`src/rtl/dataflow_regfile.sv`:
```
// Dataflow register file: registers, an external port and a preset source
// drive a set of wired-AND precharged buses that can be bridged forward.
// Registers and a 2*WIDTH program counter load from the resolved buses.
// Multiple drivers on the same bus raise a sticky contention flag.
module dataflow_regfile #(
  parameter int unsigned     WIDTH        = 8,
  parameter int unsigned     NUM_REGS     = 8,
  parameter int unsigned     NUM_BUSES    = 4,
  parameter logic [WIDTH-1:0] RESET_VALUE  = '0,
  parameter logic [WIDTH-1:0] PRESET_VALUE = '1
) (
  input  logic                                   clk,
  input  logic                                   rst,
  input  logic [NUM_BUSES*(NUM_REGS+2)-1:0]      bus_sel,
  input  logic [WIDTH-1:0]                       ext_data,
  input  logic [NUM_BUSES-2:0]                   bridge_en,
  input  logic [NUM_REGS-1:0]                    load_en,
  input  logic [NUM_REGS*$clog2(NUM_BUSES)-1:0]  load_bus,
  input  logic                                   pc_load,
  input  logic                                   pc_inc,
  input  logic                                   pc_dec,
  input  logic                                   err_clr,
  output logic [NUM_BUSES*WIDTH-1:0]             bus_value,
  output logic [NUM_REGS*WIDTH-1:0]              reg_value,
  output logic [2*WIDTH-1:0]                     pc,
  output logic                                   pc_page_cross,
  output logic [NUM_BUSES-1:0]                   contention
);

  localparam int unsigned NSRC = NUM_REGS + 2;
  localparam int unsigned BW   = $clog2(NUM_BUSES);
  localparam int unsigned PW   = 2 * WIDTH;

  logic [NUM_REGS*WIDTH-1:0]  regs_q, regs_d;
  logic [PW-1:0]              pc_q, pc_d;
  logic                       pc_page_cross_q, pc_page_cross_d;
  logic [NUM_BUSES-1:0]       contention_q, contention_d;

  logic [NUM_BUSES*WIDTH-1:0] bus_res;
  logic [NUM_BUSES-1:0]       bus_seen;
  logic [NUM_BUSES-1:0]       bus_multi;
  logic [PW-1:0]              pc_base;
  logic                       inc_only, dec_only;

  // Bus resolution: AND of all active drivers over an all-ones precharge.
  // Direct sources are folded first; bridges are then applied in ascending
  // index order so a bridged value already includes every upstream bridge.
  always_comb begin
    bus_res   = '1;
    bus_seen  = '0;
    bus_multi = '0;
    for (int unsigned b = 0; b < NUM_BUSES; b++) begin
      for (int unsigned i = 0; i < NUM_REGS; i++) begin
        if (bus_sel[b*NSRC + i]) begin
          bus_multi[b] = bus_multi[b] | bus_seen[b];
          bus_seen[b]  = 1'b1;
          bus_res[b*WIDTH +: WIDTH] = bus_res[b*WIDTH +: WIDTH] & regs_q[i*WIDTH +: WIDTH];
        end
      end
      if (bus_sel[b*NSRC + NUM_REGS]) begin
        bus_multi[b] = bus_multi[b] | bus_seen[b];
        bus_seen[b]  = 1'b1;
        bus_res[b*WIDTH +: WIDTH] = bus_res[b*WIDTH +: WIDTH] & ext_data;
      end
      if (bus_sel[b*NSRC + NUM_REGS + 1]) begin
        bus_multi[b] = bus_multi[b] | bus_seen[b];
        bus_seen[b]  = 1'b1;
        bus_res[b*WIDTH +: WIDTH] = bus_res[b*WIDTH +: WIDTH] & PRESET_VALUE;
      end
    end
    for (int unsigned k = 0; k < NUM_BUSES - 1; k++) begin
      if (bridge_en[k]) begin
        bus_multi[k+1] = bus_multi[k+1] | bus_seen[k+1];
        bus_seen[k+1]  = 1'b1;
        bus_res[(k+1)*WIDTH +: WIDTH] = bus_res[(k+1)*WIDTH +: WIDTH]
                                      & bus_res[k*WIDTH +: WIDTH];
      end
    end
  end

  // Register loads; an index that names no existing bus matches nothing, so the register holds.
  always_comb begin
    regs_d = regs_q;
    for (int unsigned i = 0; i < NUM_REGS; i++) begin
      if (load_en[i]) begin
        for (int unsigned b = 0; b < NUM_BUSES; b++) begin
          if (load_bus[i*BW +: BW] == BW'(b)) begin
            regs_d[i*WIDTH +: WIDTH] = bus_res[b*WIDTH +: WIDTH];
          end
        end
      end
    end
  end

  // Program counter next value and low-byte carry/borrow detection.
  always_comb begin
    pc_base         = pc_load ? bus_res[PW-1:0] : pc_q;
    inc_only        = pc_inc & ~pc_dec;
    dec_only        = pc_dec & ~pc_inc;
    pc_d            = pc_base;
    pc_page_cross_d = 1'b0;
    if (inc_only) begin
      pc_d            = pc_base + {{(PW-1){1'b0}}, 1'b1};
      pc_page_cross_d = (pc_base[WIDTH-1:0] == '1);
    end else if (dec_only) begin
      pc_d            = pc_base - {{(PW-1){1'b0}}, 1'b1};
      pc_page_cross_d = (pc_base[WIDTH-1:0] == '0);
    end
  end

  // Sticky contention flags: a new set in the same cycle beats err_clr.
  always_comb begin
    contention_d = (contention_q & ~{NUM_BUSES{err_clr}}) | bus_multi;
  end

  // State registers with synchronous reset overriding every update.
  always_ff @(posedge clk) begin
    if (rst) begin
      regs_q          <= {NUM_REGS{RESET_VALUE}};
      pc_q            <= '0;
      pc_page_cross_q <= 1'b0;
      contention_q    <= '0;
    end else begin
      regs_q          <= regs_d;
      pc_q            <= pc_d;
      pc_page_cross_q <= pc_page_cross_d;
      contention_q    <= contention_d;
    end
  end

  assign bus_value     = bus_res;
  assign reg_value     = regs_q;
  assign pc            = pc_q;
  assign pc_page_cross = pc_page_cross_q;
  assign contention    = contention_q;

endmodule

```
`config.mk`:
```
export PLATFORM = sky130hd
export DESIGN_NAME = dataflow_regfile
export DESIGN_NICKNAME = d
export VERILOG_FILES = /design/src/rtl/dataflow_regfile.sv
export SDC_FILE = /design/constraint.sdc
export NUM_CORES = 1
export LEC_CHECK = 0
export ABC_AREA = 1
export CAP_MARGIN = 20
export CORE_ASPECT_RATIO = 1.1
export CORE_MARGIN = 4
export CORE_UTILIZATION = 31
export CTS_CLUSTER_DIAMETER = 150
export CTS_CLUSTER_SIZE = 16
export DETAILED_ROUTE_END_ITERATION = 7
export GPL_TIMING_DRIVEN = 0
export PLACE_DENSITY_LB_ADDON = 0.08
export SETUP_SLACK_MARGIN = 0.2
export SLEW_MARGIN = 5
export SYNTH_ARGS = -nofsm -noshare
export SYNTH_HDL_FRONTEND = slang
export SYNTH_SLANG_ARGS = --single-unit
```
`constraint.sdc`:
```
create_clock -name clk -period 2.8 [get_ports clk]
set_input_delay 0.42 -clock clk [delete_from_list [all_inputs] [get_ports clk]]
set_output_delay 0.42 -clock clk [all_outputs]
set_load 0.02 [all_outputs]
```
==> impl_results.md <==
* Clock tree buffer depth at 2
* Syn_area_per_cell at 5.60 um2
* Vias per std cell at 5.63
* Placed instance area at 10500 um2
* Layout Area Growth over Synthesis at 45.6%
* Number of antenna violations at the first check in global routing at 2
* Yosys warnings at 0
* DRT iter0 DRCs at 1426
* Yosys top cell by area: nand2_1
* First-pass GRT wire length at 71.9 mm
* Reg clk slew, reported paths at 80 ps
* Logic pwr share at 0.330
* Kind of critical path: in2out
* CP max stage delay at 390 ps
* Library cells used by synthesis at 44
* Filler cells at 2936
* DR pass1 iterations at 6
* Design area at 12000 um2
* H-tree depth at 3
* CP Max Fanout at 6
* Fmax at 0.387 GHz
* CP top delay family: simple AND/OR/NAND/NOR gates
* #FFs+latches synth at 85
* Count leader, synth: nand2_1
* Slowest CP cell: dlygate4sd2_1
* Rows at 62
* Ys async rst share at 0
* Antenna viol nets, final at 0
* ANT cells at 0
* Post-synthesis mux area share at 0
* DR vias at 11800
* Layout cells sized above 1 at 0.228
* Main combinational cell family by area after synthesis: simple AND/OR/NAND/NOR gates
* Die H at 179 um
* Post-synthesis compound-gate area fraction at 0.288
* GRT Overall Usage at 0.333
* Hold Violations, Final at 0
* CTS tree: yes
* RSZ-0062 raised after global routing: yes
* Fin Clk Skew at 16.4 ps
* Final HPWL DP at 37.7 mm
* Syn_nets at 1559
* Post-synth EDFFs at 0
* Switching Fraction at 0.408
* Adder-cell share of the synthesized area at 0.00454
* Final #Nets at 1828
* FF-to-FF setup slack at 360 ps
* Worst path bufs/invs at 4
* Hold buffer count at cts at 0
* Worst Max-Slew Pin Slew at 1020 ps
* Status: finished clean
* MaxCap Viol Count at 0
* WL per Instance at 24.0 um
* Worst skew pair latency at 370 ps
* DIE WIDTH at 164 um
* Die Area at 29300 um2
* Tcrit/Tclk final at 0.924
* Final min period at 2590 ps
* Mapped Cells at 1475
* I/O pins at 198
* GP Congestion at 0.980
* Total CTS buffers at 9
* Simple-Gate Fraction of Synth Area at 0.382
* Total Power at 0.00405 W
* Seq pwr share at 0.347
* Largest net degree at the start of global routing at 19
* HP Class: in2reg
* Vias in the first global route at 11000
* Area of the mapped netlist at 8260 um2
* # setup viols final at 0
* Max_slew headroom at 0.323
* Internal at 0.00240 W
* Static leakage at 5.35 nW
* Worst vdd ir at 0.259 mV
* Starting Density at 0.315
* Startpoint Class: input port
* Pwr per Cell Area at 336 nW/um2
* Total Wirelength at 50.4 mm
* Worst Path Required at 2380 ps
* Port bufs at 175
* Sequential share of the synthesized area at 0.206
* Critical-path cell list: dlygate4sd2_1 > inv_1 > nand2_1 > nand3_1 > nor2_4 > nand2_4 > nand2_1 > nand2_4 > nand2_2 > nand2_4 > nand2_1 > nand2_2 > inv_4 > buf_2
* Final Max Slew Viols at 0
* Clk pwr share at 0.323
* Core ar. at 26200 um2
* Remaining Overflow, GRT at 0
* Top post-synthesis cells by area: nand2_1, dfxtp_1, o21ai_0, a21oi_1, inv_1
* Crit path DAT at 2170 ps
* CP Capture Type: output port
* Share of the synthesized area in the top cell type at 0.211
* Root Driver: clkbuf_16
* Net Sw Power at 0.00165 W
* Residual DRC at 0
* Setup_tns at 0 ps
* CTS sink count at 85
* Main flop type after synthesis: dfxtp_1
* Commonest cells in the netlist: nand2_1, o21ai_0, a21oi_1, inv_1, nor2_1
* XOR/XNOR Fraction of Synth Area at 0
-- flip-flops by register name (all words and copies together) (netlist names) --
register       cells
reg_value         64
contention         4
pc                16
pc_page_cross      1
-- path summary, 6_finish.rpt --
check	startpoint	to	cells after the start
max	ext_data[5]	bus_value[29]	14
min	bus_sel[8]	contention[0]	3
max reg2reg	reg_value[48]	pc[10]	16
min reg2reg	reg_value[48]	reg_value[48]	2
-- layer usage --
| metal | vias to the layer above | GRT usage | part of all wire |
|---|---|---|---|
| li1 | 5460 | - | - |
| met1 | 5455 | 0.446 | 0.41 |
| met2 | 740 | 0.511 | 0.43 |
| met3 | 165 | 0.0559 | 0.097 |
| met4 | 4 | 0.177 | 0.059 |
| met5 | - | 0 | 0.00042 |
-- cells by family after synthesis --
kind of cell             Yosys count
AND/OR/NAND/NOR                  726
AO/OA/AOI/OAI                    425
flip-flops                        85
buffers and inverters            236
adder cells (fa/ha/maj)            3
-- through the flow --
stage	util	std cells	hold slack [ps]	worst slack (ps)
CTS	0.446	2081	442	148
global placement	0.399	2002	484	-1240
finish	0.459	2101	447	213
detailed placement	0.399	2003	481	-1180
floorplan	-	1475	552	721
global route	0.459	2101	487	161
-- cell type report --
type / count / area [um2] / share of cell area
Multi-Input combinational cell: 1154 / 6010 / 0.499
Timing Repair Buffer: 258 / 2350 / 0.195
Sequential cell: 85 / 1840 / 0.153
Inverter: 177 / 751 / 0.0624
Tap cell: 352 / 440 / 0.0366
Buffer: 59 / 342 / 0.0284
Clock buffer: 9 / 225 / 0.0187
Clock inverter: 7 / 73.8 / 0.00613
-- timing repair --
item	in CTS	in global routing
gates resized for setup	289	85
cloned	0	0
endpoints found under the setup margin	87	28
pin swaps	33	22
setup buffers	62	20
-- cells in the final DEF, fill, tap and decap left out, drive strengths merged, types with 27 or more instances in the layout --
master,n
a21oi,134
buf,120
clkbuf,47
clkdlybuf4s50,118
dfxtp,85
dlygate4sd2,27
inv,164
nand2,503
nand3,65
nor2,112
o21ai,201
o22ai,28
-- power by group through the flow --
stage | clock (W) | combinational [W] | sequential (W)
3_5_place_dp | 0 | 0.00120 | 0.00143
5_1_grt | 0.00135 | 0.00144 | 0.00140
3_3_place_gp | 0 | 0.00120 | 0.00143
2_1_floorplan | 0 | 0.000635 | 0.00144
4_1_cts | 0.00132 | 0.00127 | 0.00141
6_report | 0.00131 | 0.00134 | 0.00141
-- worst reg2reg max path: stages, from the launching register on --
cell	delay, ps
dfxtp_1	330
inv_1	280
nand2_1	90
nand3_1	110
nor2_2	60
nand2_2	80
buf_6	190
nand2_4	70
nand2_4	90
ha_1	170
nand2_1	90
nor3_2	310
nand2_1	90
nand2_1	120
nand3_1	90
nor2_1	100
nor2_1	50
Power figures use the tool's default switching activity.
